$ cat src/rtl/fft_stage_sequencer_pkg.sv
// Shared definitions for the FFT stage sequencer.
//   state_e       : sequencer FSM states
//   err_code_t    : error code reported on err_code
//   ERR_*         : error code values
//   GAP_CNT_W     : width of the inter-stage gap counter
//   GAP_MAX       : largest supported inter-stage gap
//   timer_width() : width of the saturating timeout counter for a given TIMEOUT
package fft_ctrl_pkg;

    typedef enum logic [2:0] {
        StIdle,
        StStart,
        StWait,
        StGap,
        StDone
    } state_e;

    typedef logic [1:0] err_code_t;

    localparam err_code_t ERR_NONE     = 2'b00;
    localparam err_code_t ERR_TIMEOUT  = 2'b01;
    localparam err_code_t ERR_SPURIOUS = 2'b10;
    localparam err_code_t ERR_ABORT    = 2'b11;

    localparam int unsigned GAP_CNT_W = 4;
    localparam int unsigned GAP_MAX   = 15;

    // One spare bit above clog2 so the counter can saturate past TIMEOUT-1.
    function automatic int unsigned timer_width(input int unsigned timeout);
        return $clog2(timeout) + 1;
    endfunction

endpackage

$ cat src/rtl/fft_stage_sequencer_if.sv
// Handshake bundle between the FFT stage sequencer and its environment
// (input loader on the frame side, butterfly stages on the stage side).
//   frame_req   : frame request from the loader, held until frame_ack
//   frame_ack   : one-cycle acceptance pulse
//   abort       : synchronous abort of the running frame
//   stage_start : one-hot, one-cycle start pulse per stage
//   stage_done  : per-stage completion pulses
//   cur_stage   : index of the stage being started or awaited
//   busy        : frame in progress
//   frame_done  : one-cycle pulse after the last stage completes
//   error       : sticky error flag
//   err_code    : cause of the last error
// Modports: master = sequencer side, slave = loader/stage side.
interface fft_stage_sequencer_if #(
    parameter int unsigned STAGES = 4,
    parameter int unsigned SW     = 2
);
    import fft_ctrl_pkg::*;

    logic              frame_req;
    logic              frame_ack;
    logic              abort;
    logic [STAGES-1:0] stage_start;
    logic [STAGES-1:0] stage_done;
    logic [SW-1:0]     cur_stage;
    logic              busy;
    logic              frame_done;
    logic              error;
    err_code_t         err_code;

    modport master (
        input  frame_req,
        input  abort,
        input  stage_done,
        output frame_ack,
        output stage_start,
        output cur_stage,
        output busy,
        output frame_done,
        output error,
        output err_code
    );

    modport slave (
        output frame_req,
        output abort,
        output stage_done,
        input  frame_ack,
        input  stage_start,
        input  cur_stage,
        input  busy,
        input  frame_done,
        input  error,
        input  err_code
    );

endinterface

$ cat src/rtl/fft_stage_sequencer_cycle_timer.sv
// fft_cycle_timer: loadable, saturating up-counter with a terminal-count flag.
// Used for both the per-stage timeout and the inter-stage gap.
//   clk   : system clock
//   rst_n : asynchronous reset, active high
//   load  : clear the count to zero (wins over en)
//   en    : increment the count
//   limit : terminal count value
//   tc    : count equals limit
module fft_cycle_timer #(
    parameter int unsigned W = 4
) (
    input  logic         clk,
    input  logic         rst_n,
    input  logic         load,
    input  logic         en,
    input  logic [W-1:0] limit,
    output logic         tc
);

    logic [W-1:0] count_q;
    logic [W-1:0] count_d;

    always_comb begin
        count_d = count_q;
        if (load) begin
            count_d = '0;
        end else if (en && (count_q != {W{1'b1}})) begin
            count_d = count_q + W'(1);
        end
    end

    always_ff @(posedge clk or posedge rst_n) begin
        if (rst_n) begin
            count_q <= '0;
        end else begin
            count_q <= count_d;
        end
    end

    assign tc = (count_q == limit);

endmodule

$ cat src/rtl/fft_stage_sequencer.sv
// FFT stage sequencer: walks one frame through the STAGES butterfly stages.
// Accepts frame_req, issues a one-hot start pulse per stage, waits for that
// stage's done pulse, inserts GAP idle cycles between stages, and reports
// frame_done or a sticky error (timeout, unexpected done, abort).
//   clk   : system clock
//   rst_n : asynchronous reset, ACTIVE HIGH (legacy name kept)
//   bus   : handshake bundle, master side (see fft_stage_sequencer_if)
// All outputs are registered.
module fft_stage_sequencer
    import fft_ctrl_pkg::*;
#(
    parameter int unsigned N       = 16,
    parameter int unsigned STAGES  = 4,
    parameter int unsigned GAP     = 2,
    parameter int unsigned TIMEOUT = 1024,
    parameter int unsigned SW      = 2
) (
    input  logic                  clk,
    input  logic                  rst_n,
    fft_stage_sequencer_if.master bus
);

    if ((STAGES != $clog2(N)) || ((1 << STAGES) != N) || (N < 4) || (GAP > GAP_MAX) ||
        (SW != $clog2(STAGES)) || (TIMEOUT < 2)) begin : g_param_check
        $fatal(1, "fft_stage_sequencer: illegal parameter combination");
    end

    localparam int unsigned TW = timer_width(TIMEOUT);
    localparam logic [TW-1:0] TO_LAST = TW'(TIMEOUT - 1);
    localparam logic [GAP_CNT_W-1:0] GAP_LAST = (GAP == 0) ? '0 : GAP_CNT_W'(GAP - 1);
    localparam logic [SW-1:0] LAST_STAGE = SW'(STAGES - 1);

    state_e            state_q, state_d;
    logic [SW-1:0]     cur_stage_q, cur_stage_d;
    logic              busy_q, busy_d;
    logic              error_q, error_d;
    err_code_t         err_code_q, err_code_d;
    logic              frame_ack_q, frame_ack_d;
    logic              frame_done_q, frame_done_d;
    logic [STAGES-1:0] stage_start_q, stage_start_d;

    logic              fail;
    err_code_t         fail_code;
    logic [STAGES-1:0] stage_mask;
    logic              done_expected;
    logic              done_spurious;
    logic              to_load, to_en, to_tc;
    logic              gap_load, gap_en, gap_tc;

    assign stage_mask    = STAGES'(1) << cur_stage_q;
    assign done_expected = |(bus.stage_done & stage_mask);
    assign done_spurious = |(bus.stage_done & ~stage_mask);

    // Timeout window opens on the start cycle itself so the error lands
    // exactly TIMEOUT cycles after stage_start.
    assign to_load  = (state_d == StStart);
    assign to_en    = (state_q == StStart) || (state_q == StWait);
    assign gap_load = (state_d == StGap) && (state_q != StGap);
    assign gap_en   = (state_q == StGap);

    fft_cycle_timer #(
        .W (TW)
    ) u_timeout (
        .clk   (clk),
        .rst_n (rst_n),
        .load  (to_load),
        .en    (to_en),
        .limit (TO_LAST),
        .tc    (to_tc)
    );

    fft_cycle_timer #(
        .W (GAP_CNT_W)
    ) u_gap (
        .clk   (clk),
        .rst_n (rst_n),
        .load  (gap_load),
        .en    (gap_en),
        .limit (GAP_LAST),
        .tc    (gap_tc)
    );

    always_comb begin
        state_d       = state_q;
        cur_stage_d   = cur_stage_q;
        busy_d        = busy_q;
        error_d       = error_q;
        err_code_d    = err_code_q;
        frame_ack_d   = 1'b0;
        frame_done_d  = 1'b0;
        stage_start_d = '0;
        fail          = 1'b0;
        fail_code     = ERR_NONE;

        unique case (state_q)
            StIdle: begin
                if (bus.frame_req) begin
                    state_d     = StStart;
                    frame_ack_d = 1'b1;
                    busy_d      = 1'b1;
                    cur_stage_d = '0;
                    error_d     = 1'b0;
                    err_code_d  = ERR_NONE;
                end
            end
            StStart: begin
                state_d = StWait;
            end
            StWait: begin
                if (done_expected) begin
                    if (cur_stage_q == LAST_STAGE) begin
                        state_d = StDone;
                    end else if (GAP == 0) begin
                        state_d     = StStart;
                        cur_stage_d = cur_stage_q + SW'(1);
                    end else begin
                        state_d = StGap;
                    end
                end else if (to_tc) begin
                    fail      = 1'b1;
                    fail_code = ERR_TIMEOUT;
                end
            end
            StGap: begin
                if (gap_tc) begin
                    state_d     = StStart;
                    cur_stage_d = cur_stage_q + SW'(1);
                end
            end
            StDone: begin
                state_d = StIdle;
            end
            default: begin
                state_d = StIdle;
            end
        endcase

        // Abort beats everything; an unexpected done beats the expected one.
        if (state_q != StIdle) begin
            if (bus.abort) begin
                fail      = 1'b1;
                fail_code = ERR_ABORT;
            end else if (done_spurious) begin
                fail      = 1'b1;
                fail_code = ERR_SPURIOUS;
            end
        end

        if (fail) begin
            state_d     = StIdle;
            cur_stage_d = cur_stage_q;
            busy_d      = 1'b0;
            error_d     = 1'b1;
            err_code_d  = fail_code;
        end

        // Pulses are derived from the next state so they line up with it.
        if (state_d == StStart) begin
            stage_start_d = STAGES'(1) << cur_stage_d;
        end
        if (state_d == StDone) begin
            frame_done_d = 1'b1;
            busy_d       = 1'b0;
        end
    end

    always_ff @(posedge clk or posedge rst_n) begin
        if (rst_n) begin
            state_q       <= StIdle;
            cur_stage_q   <= '0;
            busy_q        <= 1'b0;
            error_q       <= 1'b0;
            err_code_q    <= ERR_NONE;
            frame_ack_q   <= 1'b0;
            frame_done_q  <= 1'b0;
            stage_start_q <= '0;
        end else begin
            state_q       <= state_d;
            cur_stage_q   <= cur_stage_d;
            busy_q        <= busy_d;
            error_q       <= error_d;
            err_code_q    <= err_code_d;
            frame_ack_q   <= frame_ack_d;
            frame_done_q  <= frame_done_d;
            stage_start_q <= stage_start_d;
        end
    end

    assign bus.frame_ack   = frame_ack_q;
    assign bus.stage_start = stage_start_q;
    assign bus.cur_stage   = cur_stage_q;
    assign bus.busy        = busy_q;
    assign bus.frame_done  = frame_done_q;
    assign bus.error       = error_q;
    assign bus.err_code    = err_code_q;

endmodule

$ cat src/flat_wrapper.sv
// flat-port wrapper written by rule: the top's interface ports become plain ports
module fft_stage_sequencer_flat import fft_ctrl_pkg::*;
#(
    parameter int unsigned N       = 16,
    parameter int unsigned STAGES  = 4,
    parameter int unsigned GAP     = 2,
    parameter int unsigned TIMEOUT = 1024,
    parameter int unsigned SW      = 2
)
  (clk, rst_n, bus_frame_req, bus_abort, bus_stage_done, bus_frame_ack, bus_stage_start, bus_cur_stage, bus_busy, bus_frame_done, bus_error, bus_err_code);
  fft_stage_sequencer_if #(.STAGES(STAGES), .SW(SW)) bus_i ();
  input  logic clk;
  input  logic rst_n;
  input wire logic [$bits(bus_i.frame_req)-1:0] bus_frame_req;
  input wire logic [$bits(bus_i.abort)-1:0] bus_abort;
  input wire logic [$bits(bus_i.stage_done)-1:0] bus_stage_done;
  output wire logic [$bits(bus_i.frame_ack)-1:0] bus_frame_ack;
  output wire logic [$bits(bus_i.stage_start)-1:0] bus_stage_start;
  output wire logic [$bits(bus_i.cur_stage)-1:0] bus_cur_stage;
  output wire logic [$bits(bus_i.busy)-1:0] bus_busy;
  output wire logic [$bits(bus_i.frame_done)-1:0] bus_frame_done;
  output wire logic [$bits(bus_i.error)-1:0] bus_error;
  output wire logic [$bits(bus_i.err_code)-1:0] bus_err_code;
  assign bus_i.frame_req = bus_frame_req;
  assign bus_i.abort = bus_abort;
  assign bus_i.stage_done = bus_stage_done;
  assign bus_frame_ack = bus_i.frame_ack;
  assign bus_stage_start = bus_i.stage_start;
  assign bus_cur_stage = bus_i.cur_stage;
  assign bus_busy = bus_i.busy;
  assign bus_frame_done = bus_i.frame_done;
  assign bus_error = bus_i.error;
  assign bus_err_code = bus_i.err_code;
  fft_stage_sequencer #(.N(N), .STAGES(STAGES), .GAP(GAP), .TIMEOUT(TIMEOUT), .SW(SW)) u_core (.clk(clk), .rst_n(rst_n), .bus(bus_i));
endmodule
$ cat config.mk
export PLATFORM = sky130hd
export DESIGN_NAME = fft_stage_sequencer_flat
export DESIGN_NICKNAME = d
export VERILOG_FILES = /design/src/rtl/fft_stage_sequencer_pkg.sv /design/src/rtl/fft_stage_sequencer_if.sv /design/src/rtl/fft_stage_sequencer_cycle_timer.sv /design/src/rtl/fft_stage_sequencer.sv /design/src/flat_wrapper.sv
export SDC_FILE = /design/constraint.sdc
export NUM_CORES = 1
export LEC_CHECK = 0
export CAP_MARGIN = 20
export CORE_MARGIN = 4
export CORE_UTILIZATION = 26
export CTS_CLUSTER_SIZE = 40
export DETAILED_ROUTE_END_ITERATION = 7
export GPL_ROUTABILITY_DRIVEN = 1
export PLACE_DENSITY = 0.45
export SYNTH_ARGS = -nofsm -noshare
export SYNTH_HDL_FRONTEND = slang
export SYNTH_HIERARCHICAL = 1
export SYNTH_SLANG_ARGS = --single-unit
$ cat constraint.sdc
create_clock -name clk -period 2.85 [get_ports clk]
set_clock_uncertainty 0.2 [all_clocks]
set_input_delay 0.57 -clock clk [delete_from_list [all_inputs] [get_ports clk]]
set_output_delay 0.57 -clock clk [all_outputs]
set_load 0.1 [all_outputs]
* After elaboration in Yosys (flattened, before gate mapping)
Index checks and enable logic that the tools add are counted. Widths: inputs -> output; s select.
Storage, ports and cells: register bits 30, word-level logic and storage cells 86, bits of input ports 8, output and inout bits 12
Operators by class: mux-type cells 40, eq/ne operators 12, bitwise gates (word level) 3, shift-type cells 2, add/subtract/negate cells 3, reduce and logical (&&, ||, !) cells 16
Operators by type and width (number):
- $mux 11 | 2
- $mux 2 | 11
- $mux 1 | 17
- $mux 3 | 5
- $mux 4 | 3
- $pmux 3 s4 | 1
- $add 11x1->11 const B | 1
- $eq 11x10->1 const B | 1
- $ne 11x11->1 const B | 1
- $eq 3x2->1 const B | 3
- $reduce_bool 3->1 | 3
- $and 4x4->4 | 2
- $reduce_bool 2->1 | 4
- $reduce_or 4->1 | 2
- $shl 1x2->4 const A | 2
- $eq 3x1->1 const B | 2
- $add 4x1->4 const B | 1
- $eq 4x1->1 const B | 1
- $ne 4x4->1 const B | 1
- $not 4->4 | 1
- $pmux 2 s2 | 1
- $reduce_and 2->1 | 2
- $eq 3x3->1 const B | 1
- $logic_and 1x1->1 | 3
- other kinds (5) | 5

* Longest topological paths before layout
depth after elaboration 12, depth in mapped cells 9, depth with buffers taken out 8

* By module
Netlist, hierarchy kept.
By module, submodules not included:
- fft_stage_sequencer | instances 1, area each 855.8 µm², seq. area each 375.4 µm², cells each 85
- fft_cycle_timer at u_core.u_timeout | instances 1, area each 824.5 µm², seq. area each 275.3 µm², cells each 90
- fft_cycle_timer at u_core.u_gap | instances 1, area each 264.0 µm², seq. area each 100.1 µm², cells each 26

* Worst setup path before layout
Ideal clock, no wire load.
kind reg-to-reg, start register u_core.cur_stage_q[1] (netlist: u_core/bus.cur_stage[1]), end register u_core.u_gap.count_q[0], path buffers 0, stages on the path, launching flop included 8, slack -207 ps, clock period less this slack 3057 ps, arrival 2732 ps, required time 2525 ps, setup time 125 ps, path through dfrtp_1 > ha_1 > nor2b_1 > nor4_2 > a21oi_1 > nor4_1 > nor2b_1 > mux2_4
On the way: cells in the longest elaborated chain, start to end 12, elaborated cells between the ends (all ways) 20, those cells by class eq/ne: 2; shift: 1; mux: 10; bitwise: 3; reduce/logical: 4
Ends and longest elaborated chain:
- start: declaration | RTL line fft_stage_sequencer.sv:34 | logic [SW-1:0] cur_stage_q, cur_stage_d;
- start signal: assignment | RTL line fft_stage_sequencer.sv:179 | cur_stage_q <= cur_stage_d;
- $shl 1x2->4 | RTL line fft_stage_sequencer.sv:50 | assign stage_mask = STAGES'(1) << cur_stage_q;
- $and 4x4->4 | RTL line fft_stage_sequencer.sv:51 | assign done_expected = |(bus.stage_done & stage_mask);
- $reduce_or 4->1 | RTL line fft_stage_sequencer.sv:51
- $mux 1 | RTL line fft_stage_sequencer.sv:110 | if (done_expected) begin
- $mux 1 | RTL line fft_stage_sequencer.sv:95 | unique case (state_q)
- $mux 1 | RTL line fft_stage_sequencer.sv:143 | end else if (done_spurious) begin
- $mux 1 | RTL line fft_stage_sequencer.sv:140 | if (bus.abort) begin
- $mux 1 | RTL line fft_stage_sequencer.sv:139 | if (state_q != StIdle) begin
- $mux 3 * | RTL line fft_stage_sequencer.sv:149 | if (fail) begin
- $eq 3x2->1 * | RTL line fft_stage_sequencer.sv:58 | assign gap_load = (state_d == StGap) && (state_q != StGap);
- $logic_and 1x1->1 * | RTL line fft_stage_sequencer.sv:58
- via u_core.gap_load | RTL line fft_stage_sequencer.sv:48 | logic gap_load, gap_en, gap_tc;
- $mux 4 or $reduce_bool 2->1 (tied branches)
- end signal: assignment | RTL line fft_stage_sequencer_cycle_timer.sv:36 | count_q <= count_d;
- end: declaration | RTL line fft_stage_sequencer_cycle_timer.sv:20 | logic [W-1:0] count_q;
Mark *: on every way through the listed nets, which the timed path passes. The rest lies on a longest branch. A chain may end at the register's enable or synchronous reset.

* Final worst setup path
start input bus_stage_done[3], end register u_core.u_gap.count_q[0]
On the way: cells in the longest elaborated chain, start to end 11, elaborated cells between the ends (all ways) 16, those cells by class eq/ne: 1; mux: 9; bitwise: 2; reduce/logical: 4
Ends and longest elaborated chain:
- start: declaration | RTL line flat_wrapper.sv:16 | input wire logic [$bits(bus_i.stage_done)-1:0] bus_stage_done;
- $and 4x4->4 | RTL line fft_stage_sequencer.sv:51
- $reduce_or 4->1 | RTL line fft_stage_sequencer.sv:51
- $mux 1 | RTL line fft_stage_sequencer.sv:110
- $mux 1 | RTL line fft_stage_sequencer.sv:95
- $mux 1 | RTL line fft_stage_sequencer.sv:143
- $mux 1 | RTL line fft_stage_sequencer.sv:140
- $mux 1 | RTL line fft_stage_sequencer.sv:139
- $mux 3 * | RTL line fft_stage_sequencer.sv:149
- $eq 3x2->1 * | RTL line fft_stage_sequencer.sv:58
- $logic_and 1x1->1 * | RTL line fft_stage_sequencer.sv:58
- via u_core.gap_load | RTL line fft_stage_sequencer.sv:48
- $mux 4 or $reduce_bool 2->1 (tied branches)
Marks and branches as above.

==> results.txt <==
CP endpoint kind = flop
RSZ-0062 raised after global routing = false
routed wire length = 4.399 mm
Final min period = 2.571 ns
Root Driver = clkbuf_8
slowest CP cell = clkdlybuf4s50_1
worst-margin pin slew = 0.5864 ns
initial antenna violation count = 0
max-cap violations = 0
startpoint types = input port
post-route cell area = 2399 um2
LEAKAGE = 1.035 nW
DR vias/cell = 4.676
commonest non-fill, non-tap cell in the layout = dfrtp_1
Ys Warns = 6
crit path cell chain = clkdlybuf4s50_1 -> nor2b_1 -> nor4_2 -> a21oi_1 -> nor4_1 -> buf_4 -> nor2b_1 -> mux2_4
Top cell by count, worst path = nor2b_1
critical path class = in2reg
Max stage delay on crit path = 0.44 ns
Post-route DRC = 0
DP Area = 2282 um2
fin util = 33.07%
Hold WC Path Type = reg2reg
area grow syn2layout = 23.36%
CTS Buffer Depth = 2
clock sink total = 30
most frequent cells in the layout = 28 x dfrtp_1, 18 x buf_4, 15 x conb_1
dpl hpwl = 3.284 mm
die area = 8926 um2
Mapped Cells = 201
die extent in x = 94.48 um
Rel. slew slack = 60.86%
critical path fanouts, max = 6
global-route wire length before repair = 7.721 mm
PortBufs = 19
Inserted Clock Buffers = 5
FFs w/ async S/R, synth = 100.0%
Final setup viols = 0
R2R depth = 9
post-synth cell types = 57
Tot GR Track Use = 10.91%
die height = 94.48 um
period utilization = 90.20%
Core Area = 7253 um2
Max Slew Vio Count = 0
post-cts resize count = 0
Max Clock Freq = 389.0 MHz
number of synthesized register bits = 30
nets@finish = 250
RePlAce Congestion = 0.7787
number of global-route vias before repair = 1591
via count = 1571
maximum vdd drop = 299.2 uV
largest net degree at the start of global routing = 19
Post CTS Setup Buffer Count = 0
diodes inserted = 0
syn_area_per_cell = 9.673 um2
Final Hold Fails = 0
CTS tree = yes
Post-Syn Area = 1944 um2
number of flops mapped to enable cells by yosys = 0
CTS Hold Buffers Added = 0
Ports = 20
site row count = 31
Final ANT Viol Nets = 0
predominant post-synthesis flop cell = dfrtp_1
Starting DRT DRC Count = 63
H-tree depth = 2
wire per inst = 13.09 um
Worst EP arrival = 2.53 ns
GRT overflow = 0
clock-pin slew on the worst setup and hold paths = 0.07 ns
WHS Path Cells = 1
clk_lat worst skew = 0.28 ns
status = complete, no violations
CP Data Required Time = 2.81 ns
drt first pass iters = 4
share of post-route cells with drive strength above 1 = 17.30%
Seq/Total Area, Yosys = 38.61%
Initial Util = 26.81%
Cell Pwr Density = 892.1 nW/um2
[final cells by class]
class	count	area (um2)
inverter	12	45.04
timing repair buffer	26	225.2
clock buffer	7	86.33
tap	99	123.9
multi-input combinational	161	1135
clock inverter	1	30.03
fill	742	4855
sequential	30	753.2
[flip-flops by register name, summed over array words and instances (netlist names)]
| signal | count |
|---|---|
| u_core/bus.busy | 1 |
| u_core/bus.cur_stage | 2 |
| u_core/bus.err_code | 2 |
| u_core/bus.error | 1 |
| u_core/bus.frame_ack | 1 |
| u_core/bus.frame_done | 1 |
| u_core/bus.stage_start | 4 |
| u_core/state_q | 3 |
| u_core/u_gap/count_q | 4 |
| u_core/u_timeout/count_q | 11 |
[metal layers]
metal | share of wire, % | track usage, %
met5 | 0 | 0
met2 | 45 | 17.26
met3 | 4.0 | 2.789
met1 | 49 | 14.23
met4 | 1.7 | 4.327
[where the power goes]
part,internal [mW],switching (mW)
logic,0.373,0.641
registers,0.532,0.149
clock network,0.285,0.159
[path summary, 6_finish.rpt]
kind / startpoint / to / slack [ns]
min in group asynchronous: rst_n / u_core/u_gap/count_q[0]$_DFFE_PP0P_ / 0.36
max in group asynchronous: rst_n / u_core/bus.cur_stage[0]$_DFF_PP0_ / 1.50
hold reg to reg: u_core/bus.error$_DFFE_PP0P_ / u_core/bus.error$_DFFE_PP0P_ / 0.30
hold / removal: u_core/bus.error$_DFFE_PP0P_ / u_core/bus.error$_DFFE_PP0P_ / 0.30
setup / recovery: bus_stage_done[3] / u_core/u_gap/count_q[0]$_DFFE_PP0P_ / 0.28
setup reg to reg: u_core/u_gap/count_q[1]$_DFFE_PP0P_ / u_core/u_timeout/count_q[0]$_DFFE_PP0P_ / 0.29
[Yosys cell counts (all sizes together), types with 4 or more instances]
master   number  area [um2]
dfrtp        30       750.7
inv          12       45.04
xnor2        12       105.1
nand2        10       37.54
nor2         10       40.04
nor3         10       50.05
buf           9       53.80
nor2b         7       43.79
a211oi        6       45.04
ha            6       75.07
nand4         6       52.55
nor4          6       50.04
a21oi         5       25.02
and4          5       45.04
nand2b        5       31.28
nand3         5       25.02
and2          4       25.02
o2111ai       4       35.03
o21ai         4       20.02
xor2          4       35.03
[cells by family (layout without fill, tap and decap cells)]
| group | after synthesis | after routing | synth area share (%) |
|---|---|---|---|
| other cells | 2 | 15 | 0.3862 |
| flops | 30 | 30 | 38.61 |
| xor+xnor | 16 | 16 | 7.207 |
| fa+ha+maj | 6 | 6 | 3.861 |
| buf+inv | 23 | 46 | 5.533 |
| compound gates | 39 | 39 | 15.83 |
| simple gates | 80 | 80 | 25.61 |
| mux | 5 | 5 | 2.960 |
[worst max-delay path, delay by kind of cell]
kind | cells | cell delay (ns)
buf+inv | 2 | 0.65
mux | 1 | 0.26
compound gates | 1 | 0.14
simple gates | 4 | 0.92
[metrics by stage]
stage / TNS, ns / setup WS (ns) / std cells / hold slack (ns) / power, mW
6_report: 0 / 0.2792 / 336 / 0.3022 / 2.140
4_1_cts: 0 / 0.2841 / 336 / 0.3047 / 2.166
5_1_grt: 0 / 0.1101 / 336 / 0.3367 / 2.288
3_5_place_dp: 0 / 0.01837 / 328 / 0.2879 / 1.711
2_1_floorplan: 0 / 0.09995 / 214 / 0.1361 / 1.455
3_3_place_gp: -0.05784 / -0.05784 / 328 / 0.2732 / 1.711
Power figures use the tool's default switching activity.
